## config.mk

```make
export PLATFORM = sky130hd
export DESIGN_NAME = block_check_sched
export DESIGN_NICKNAME = d
export VERILOG_FILES = /design/src/rtl/block_check_sched.sv
export SDC_FILE = /design/constraint.sdc
export NUM_CORES = 1
export LEC_CHECK = 0
export ABC_AREA = 1
export CAP_MARGIN = 20
export CORE_MARGIN = 2
export CORE_UTILIZATION = 45
export CTS_CLUSTER_DIAMETER = 120
export DETAILED_ROUTE_END_ITERATION = 10
export PLACE_DENSITY = 0.85
export SYNTH_ARGS = -nofsm -noshare
export SYNTH_HDL_FRONTEND = slang
export SYNTH_SLANG_ARGS = --single-unit
```

## constraint.sdc

```tcl
create_clock -name clk -period 4 [get_ports clk]
set_input_delay 0.6 -clock clk [delete_from_list [all_inputs] [get_ports clk]]
set_output_delay 0.6 -clock clk [all_outputs]
set_load 0.03 [all_outputs]
```

## src/rtl/block_check_sched.sv

```systemverilog
// Round-robin scheduler sharing one begin/end block checker between N_REQ character streams.
// Each grant runs clear -> stream -> flush space -> sample, then reports a one-cycle verdict.
module block_check_sched #(
    parameter int N_REQ   = 4,
    parameter int MAX_LEN = 64,
    parameter int LEN_W   = 7
) (
    input  logic                 clk,
    input  logic                 reset,
    input  logic [N_REQ-1:0]     req_valid,
    input  logic [8*N_REQ-1:0]   req_data,
    input  logic [N_REQ-1:0]     req_last,
    output logic [N_REQ-1:0]     req_ready,
    output logic                 chk_clr,
    output logic                 chk_en,
    output logic [7:0]           chk_in,
    input  logic                 chk_result,
    output logic [N_REQ-1:0]     done,
    output logic                 done_ok,
    output logic                 done_err,
    output logic                 busy
);

    // state  | meaning
    // IDLE   | no message; arbitrate among valid requesters
    // CLEAR  | pulse chk_clr to the shared checker
    // STREAM | pass granted requester's characters to the checker
    // FLUSH  | feed one space to close the final word
    // SAMPLE | capture the checker verdict, update round-robin pointer
    typedef enum logic [2:0] {IDLE, CLEAR, STREAM, FLUSH, SAMPLE} state_t;

    localparam int GW = (N_REQ > 1) ? $clog2(N_REQ) : 1;

    state_t             state, state_nxt;
    logic [GW-1:0]      grant, last, pick;
    logic [LEN_W-1:0]   len, len_inc;
    logic               err;
    logic [N_REQ-1:0]   grant_oh;
    logic               cur_valid, cur_last, at_max;
    logic [7:0]         cur_data;

    assign grant_oh  = N_REQ'(1) << grant;
    assign cur_valid = req_valid[grant];
    assign cur_last  = req_last[grant];
    assign cur_data  = req_data[{grant, 3'b000} +: 8];
    assign len_inc   = len + LEN_W'(1);
    assign at_max    = (len_inc == LEN_W'(MAX_LEN));
    assign busy      = (state != IDLE);

    // First valid requester after the previous winner, wrapping around.
    always_comb begin
        logic [GW-1:0] ci;
        logic          found;
        pick  = last;
        found = 1'b0;
        for (int k = 1; k <= N_REQ; k++) begin
            ci = GW'((int'(last) + k) % N_REQ);
            if (!found && req_valid[ci]) begin
                pick  = ci;
                found = 1'b1;
            end
        end
    end

    always_ff @(posedge clk or negedge reset) begin
        if (!reset) begin
            state    <= IDLE;
            grant    <= '0;
            last     <= GW'(N_REQ - 1);
            len      <= '0;
            err      <= 1'b0;
            done     <= '0;
            done_ok  <= 1'b0;
            done_err <= 1'b0;
        end else begin
            state    <= state_nxt;
            done     <= '0;
            done_ok  <= 1'b0;
            done_err <= 1'b0;
            case (state)
                IDLE: if (|req_valid) grant <= pick;
                CLEAR: begin
                    len <= '0;
                    err <= 1'b0;
                end
                STREAM: if (cur_valid) begin
                    len <= len_inc;
                    if (!cur_last && at_max) err <= 1'b1;
                end
                SAMPLE: begin
                    done     <= grant_oh;
                    done_ok  <= chk_result & ~err;
                    done_err <= err;
                    last     <= grant;
                end
                default: ;
            endcase
        end
    end

    always_comb begin
        state_nxt = state;
        req_ready = '0;
        chk_clr   = 1'b0;
        chk_en    = 1'b0;
        chk_in    = 8'h20;
        case (state)
            IDLE:  if (|req_valid) state_nxt = CLEAR;
            CLEAR: begin
                chk_clr   = 1'b1;
                state_nxt = STREAM;
            end
            STREAM: begin
                req_ready[grant] = 1'b1;
                chk_en           = cur_valid;
                chk_in           = cur_data;
                if (cur_valid && (cur_last || at_max)) state_nxt = FLUSH;
            end
            FLUSH: begin
                chk_en    = 1'b1;
                state_nxt = SAMPLE;
            end
            SAMPLE: state_nxt = IDLE;
            default: state_nxt = IDLE;
        endcase
    end

endmodule

```

After elaboration in Yosys (flattened, before gate mapping)
Cells that the tools add are included.
{ "totals": {"wordCells": 87, "input_bits": 43, "reg_bits": 21} }
{ "op_classes": {"order_cmp": 6, "n_shift": 2, "n_eq_ne": 9, "n_mux": 36, "n_addsub": 5, "n_bitwise": 2, "reduce_logical": 19} }
{ "ops": {"columns": ["operator", "n"], "rows": [
  ["$shiftx 32x6->8", 1],
  ["$lt 2x3->1 const B", 5],
  ["$mux 1", 15],
  ["$pmux 7 s2", 1],
  ["$bmux 1 s2", 6],
  ["$pmux 3 s4", 1],
  ["$mux 2", 4],
  ["$mux 4", 2],
  ["$mux 8", 1],
  ["$ne 2x2->1 const B", 4],
  ["$add 7x1->7 const B", 1],
  ["$eq 7x7->1 const B", 1],
  ["$mux 7", 1],
  ["$eq 3x2->1 const B", 2],
  ["$logic_and 1x1->1", 6],
  ["$mux 3", 2],
  ["$reduce_and 2->1", 3],
  ["$add 2x1->2 const B", 2],
  ["$add 2x2->2 const B", 2],
  ["$logic_not 1->1", 4],
  ["$pmux 1 s2", 2],
  ["$reduce_or 4->1", 1],
  ["$shl 1x2->4 const A", 1],
  ["$eq 3x1->1 const B", 1],
  ["other kinds (10)", 10]
]} }

Depth between registers and ports, before layout
{ "depth": {"depth_word": 13, "ltp_mapped": 12} }

Worst setup path after synthesis
Ideal clock, no wire load.
{ "synth_timing": {"path_type": "reg-to-output", "from": "reg state[2]", "to": "out chk_in[1]", "n_path_buf": 1, "setup_slack_ps": 1839, "required_ps": 3400, "stages_incl_launch_ff": 7, "t_arrival_ps": 1561, "cell_sequence": "dfrtp_1 nor2_1 inv_1 nor2_1 inv_1 buf_2 a21oi_1"} }
{ "synth_via": {"elab_chain_len": 2} }
{ "synth_lines": {"columns": ["item", "line_no", "text"], "rows": [
  ["start: declaration", "34", "state_t state, state_nxt;"],
  ["start signal: assignment", "76", "state <= state_nxt;"],
  ["$eq 3x2->1", "107", "case (state)"],
  ["$mux 8", "107", null],
  ["end: declaration", "16", "output logic [7:0] chk_in,"]
]} }
No other way between the ends.

Worst setup path after layout
{ "layout_timing": {"from": "reg grant[1]", "to": "out chk_en"} }
{ "layout_via": {"elab_chain_len": 3} }
{ "layout_lines": {"columns": ["item", "line_no", "text"], "rows": [
  ["start: declaration", "35", "logic [GW-1:0] grant, last, pick;"],
  ["start signal: assignment", "81", "IDLE: if (|req_valid) grant <= pick;"],
  ["$bmux 1 s2", "43", "assign cur_valid = req_valid[grant];"],
  ["$mux 1 (implied by the code)", "43", null],
  ["$pmux 1 s2", "107", null],
  ["end: declaration", "15", "output logic chk_en,"]
]} }
No other way between the ends. The select of a mux whose other input is x is not followed.

==> flow_metrics.py <==
metrics = {
    "outcome": {
        "run_status": "finished, final reports clean",
    },
    "route": {
        "detail-route-antenna-nets": 0,
        "post_drt_wl_per_cell_um": 12.8,
        "dr_total_vias": 1484,
        "routed_wl_mm": 3.78,
        "drcViolationCount": 0,
        "drt-vias-per-instance": 5.03,
        "dr_iter_0_viols": 70,
        "dr.pass1.iters": 4,
    },
    "worst_hold_path": {
        "holdCritStartpoint": "err",
        "worst_hold_path_type": "flip-flop to flip-flop",
    },
    "synthesis": {
        "synthesis.instances": 199,
        "synth-adder-area-share_pct": 0.891,
        "asyncSetResetFlopFracSynth_pct": 100,
        "synth_compound_area_share_pct": 19.7,
        "muxShareOfSynthArea_pct": 0,
        "synth.ff_latch_count": 21,
        "synth-seq-area-share_pct": 37.6,
        "xor_xnor_cell_area_share_of_the_yosys_netlist_pct": 1.87,
        "synthFlopType": "dfrtp_1",
        "synth_cell_type_count": 29,
        "synth_simple_gate_area_share_pct": 30.7,
        "yosys_warns": 0,
        "synth_top_family_by_area": "simple AND/OR/NAND/NOR gates",
        "syn_area_per_cell_um2": 7.05,
        "synth_nets": 243,
        "mappedNetlistArea_um2": 1400,
        "synth_edf_count": 0,
    },
    "clocking": {
        "tritoncts": "done",
        "number_of_cells_upsized_or_downsized_after_cts": 0,
        "cts.sinks": 21,
        "cts.root.buffer_cell": "clkbuf_4",
        "hold_buffers": 0,
        "cts_htree_levels": 1,
        "cts-buffers-inserted": 3,
        "ctsLongestPathBuffers": 2,
        "clk_latency_ns": 0.31,
        "postCtsSetupRepairBufs": 0,
        "clkTransAtPathRegs_ns": 0.11,
    },
    "global_route": {
        "grt_pass1_wl_mm": 5.75,
        "grt.total_usage_pct": 21.6,
        "global_route_overflow": 0,
        "antenna_found_initial": 0,
        "grt_max_degree": 22,
        "number_of_global_route_vias_before_repair": 1266,
    },
    "power_and_ir_drop": {
        "power.density_cell_area_nw_per_um2": 610,
        "combinationalPowerShare_pct": 66.0,
        "max-vdd-ir-drop_uv": 420,
        "power_frac_clock_pct": 8.1,
        "seqPwrFrac_pct": 25.9,
        "power.net_switching_uw": 647,
        "p_leak_uw": 0.000942,
        "p_int_uw": 622,
        "proportion_of_total_power_due_to_net_switching_pct": 51.0,
        "total_power_uw": 1270,
    },
    "finish": {
        "areaGrowthSynthToFinish_pct": 48.2,
        "layout_net_count": 307,
        "final_common_cell": "clkdlybuf4s50_1",
        "n_antenna_cell": 0,
        "final_core_utilization_pct": 69.3,
        "design_area_um2": 2080,
        "final_cell_mix": "63 x clkdlybuf4s50_1, 49 x nand2_1, 22 x inv_1",
        "drive_above_1_share_pct": 7.25,
    },
    "floorplan": {
        "fp.dieArea_um2": 3580,
        "start_util_pct": 46.7,
        "chipWidth_um": 59.9,
        "core.rowCount": 20,
        "boundary_pins": 64,
        "core_area_um2": 3000,
        "die_h_um": 59.9,
    },
    "timing": {
        "slew-limit-headroom_pct": 39.8,
        "finalWorstSetupSlack_ns": 0.749,
        "tightestPinTransition_ns": 0.900,
        "tcrit_tclk_final_pct": 81.3,
        "finalSetupTns_ns": 0,
        "fin_skew_ns": 0.00496,
        "rsz0062_at_grt": "no",
        "period_minus_slack_ns": 3.25,
        "fmaxAchievable_mhz": 308,
        "setup_viol": 0,
        "finalHoldViolations": 0,
        "final-max-slew-violation-count": 0,
    },
    "critical_path": {
        "cp_data_arrival_time_ns": 2.65,
        "setup.worst_path.end_class": "primary output",
        "cp_data_required_time_ns": 3.40,
        "setup.worst_path.class": "flip-flop to primary output",
        "start_kind": "flip-flop",
        "critical_path.reg2reg.startpoint": "grant[1]",
        "regToRegSetupSlack_ns": 2.14,
        "startpoint": "grant[1]",
        "crit_fanout": 11,
    },
    "placement": {
        "place_hpwl_mm": 3.04,
        "place_congestion": 0.871,
        "placedInstanceArea_um2": 2050,
        "numPortBuffers": 63,
        "pre_cts_ws_ns": 1.01,
    },
    "flow_run": {
        "cap_viol_max_count": 0,
    },
}
[layer usage]
| layer | GRT usage, % | up-vias | share of wire (%) |
|---|---|---|---|
| met3 | 4.33 | 9 | 2.7 |
| met2 | 32.8 | 26 | 50 |
| met1 | 30.6 | 665 | 45 |
| li1 | - | 784 | - |
| met5 | 0 | - | 0 |
| met4 | 7.30 | 0 | 2.0 |
[state kept, by name (all words and copies together), names as in the netlist]
| register | cells |
|---|---|
| err | 1 |
| len | 7 |
| done_err | 1 |
| done | 4 |
| last | 2 |
| grant | 2 |
| state | 3 |
| done_ok | 1 |
[cell families (layout without fill, tap and decap cells)]
family	Yosys count	after routing
AND/OR/NAND/NOR	98	98
flip-flops	21	21
buffers and inverters	31	94
AO/OA/AOI/OAI	45	45
adder cells (fa/ha/maj)	1	1
XOR/XNOR	3	3
[worst paths after layout]
| kind | to | cells past startpoint |
|---|---|---|
| worst min register to register | done_ok | 3 |
| min in group asynchronous | len[3] | 1 |
| max in group asynchronous | grant[1] | 1 |
| worst max-delay path | chk_en | 7 |
| worst max register to register | err | 7 |
| worst min-delay path | done_ok | 3 |
[power by group through the flow]
stage | sequential, uW | combinational [uW] | clock, uW
floorplan | 314 | 596 | 0
global route | 337 | 926 | 117
finish | 329 | 838 | 102
detailed placement | 331 | 834 | 0
CTS | 327 | 839 | 106
global placement | 329 | 831 | 0
[synth_stat cells (2+ instances only)]
library cell,n,share of area [%]
nand2_1,49,13
inv_1,22,5.9
nor2_1,21,5.6
dfrtp_1,19,34
a22oi_1,17,9.1
nand3_1,14,5.0
a21oi_1,13,4.6
o21ai_0,6,2.1
o21ai_1,6,2.1
inv_2,3,0.80
nand2_2,3,1.3
nor3_1,3,1.1
buf_2,2,0.71
buf_4,2,1.1
dfstp_2,2,3.7
nand2_4,2,1.6
nand4_1,2,0.89
xor2_1,2,1.2
[critical path: stages, from the launching register on]
cell and delay, ns:
dfrtp_1 0.47, nor2_1 0.56, a22oi_1 0.22, nand2_2 0.14, nand2_4 0.09, inv_4 0.10, or2_1 0.10, clkdlybuf4s50_1 0.66
[area by class of cell]
type | count | area (um^2)
fill | 256 | 922
multi-input combinational | 147 | 746
timing repair buffer | 64 | 638
sequential | 21 | 528
inverter | 26 | 100
tap | 33 | 41.3
clock buffer | 3 | 22.5
clock inverter | 1 | 5.00
[through the flow]
step / hold WS (ns) / instances
detailed placement: 0.493 / 291
global route: 0.553 / 295
finish: 0.510 / 295
CTS: 0.511 / 295
floorplan: 0.304 / 199
global placement: 0.490 / 291
Power figures use the tool's default switching activity.
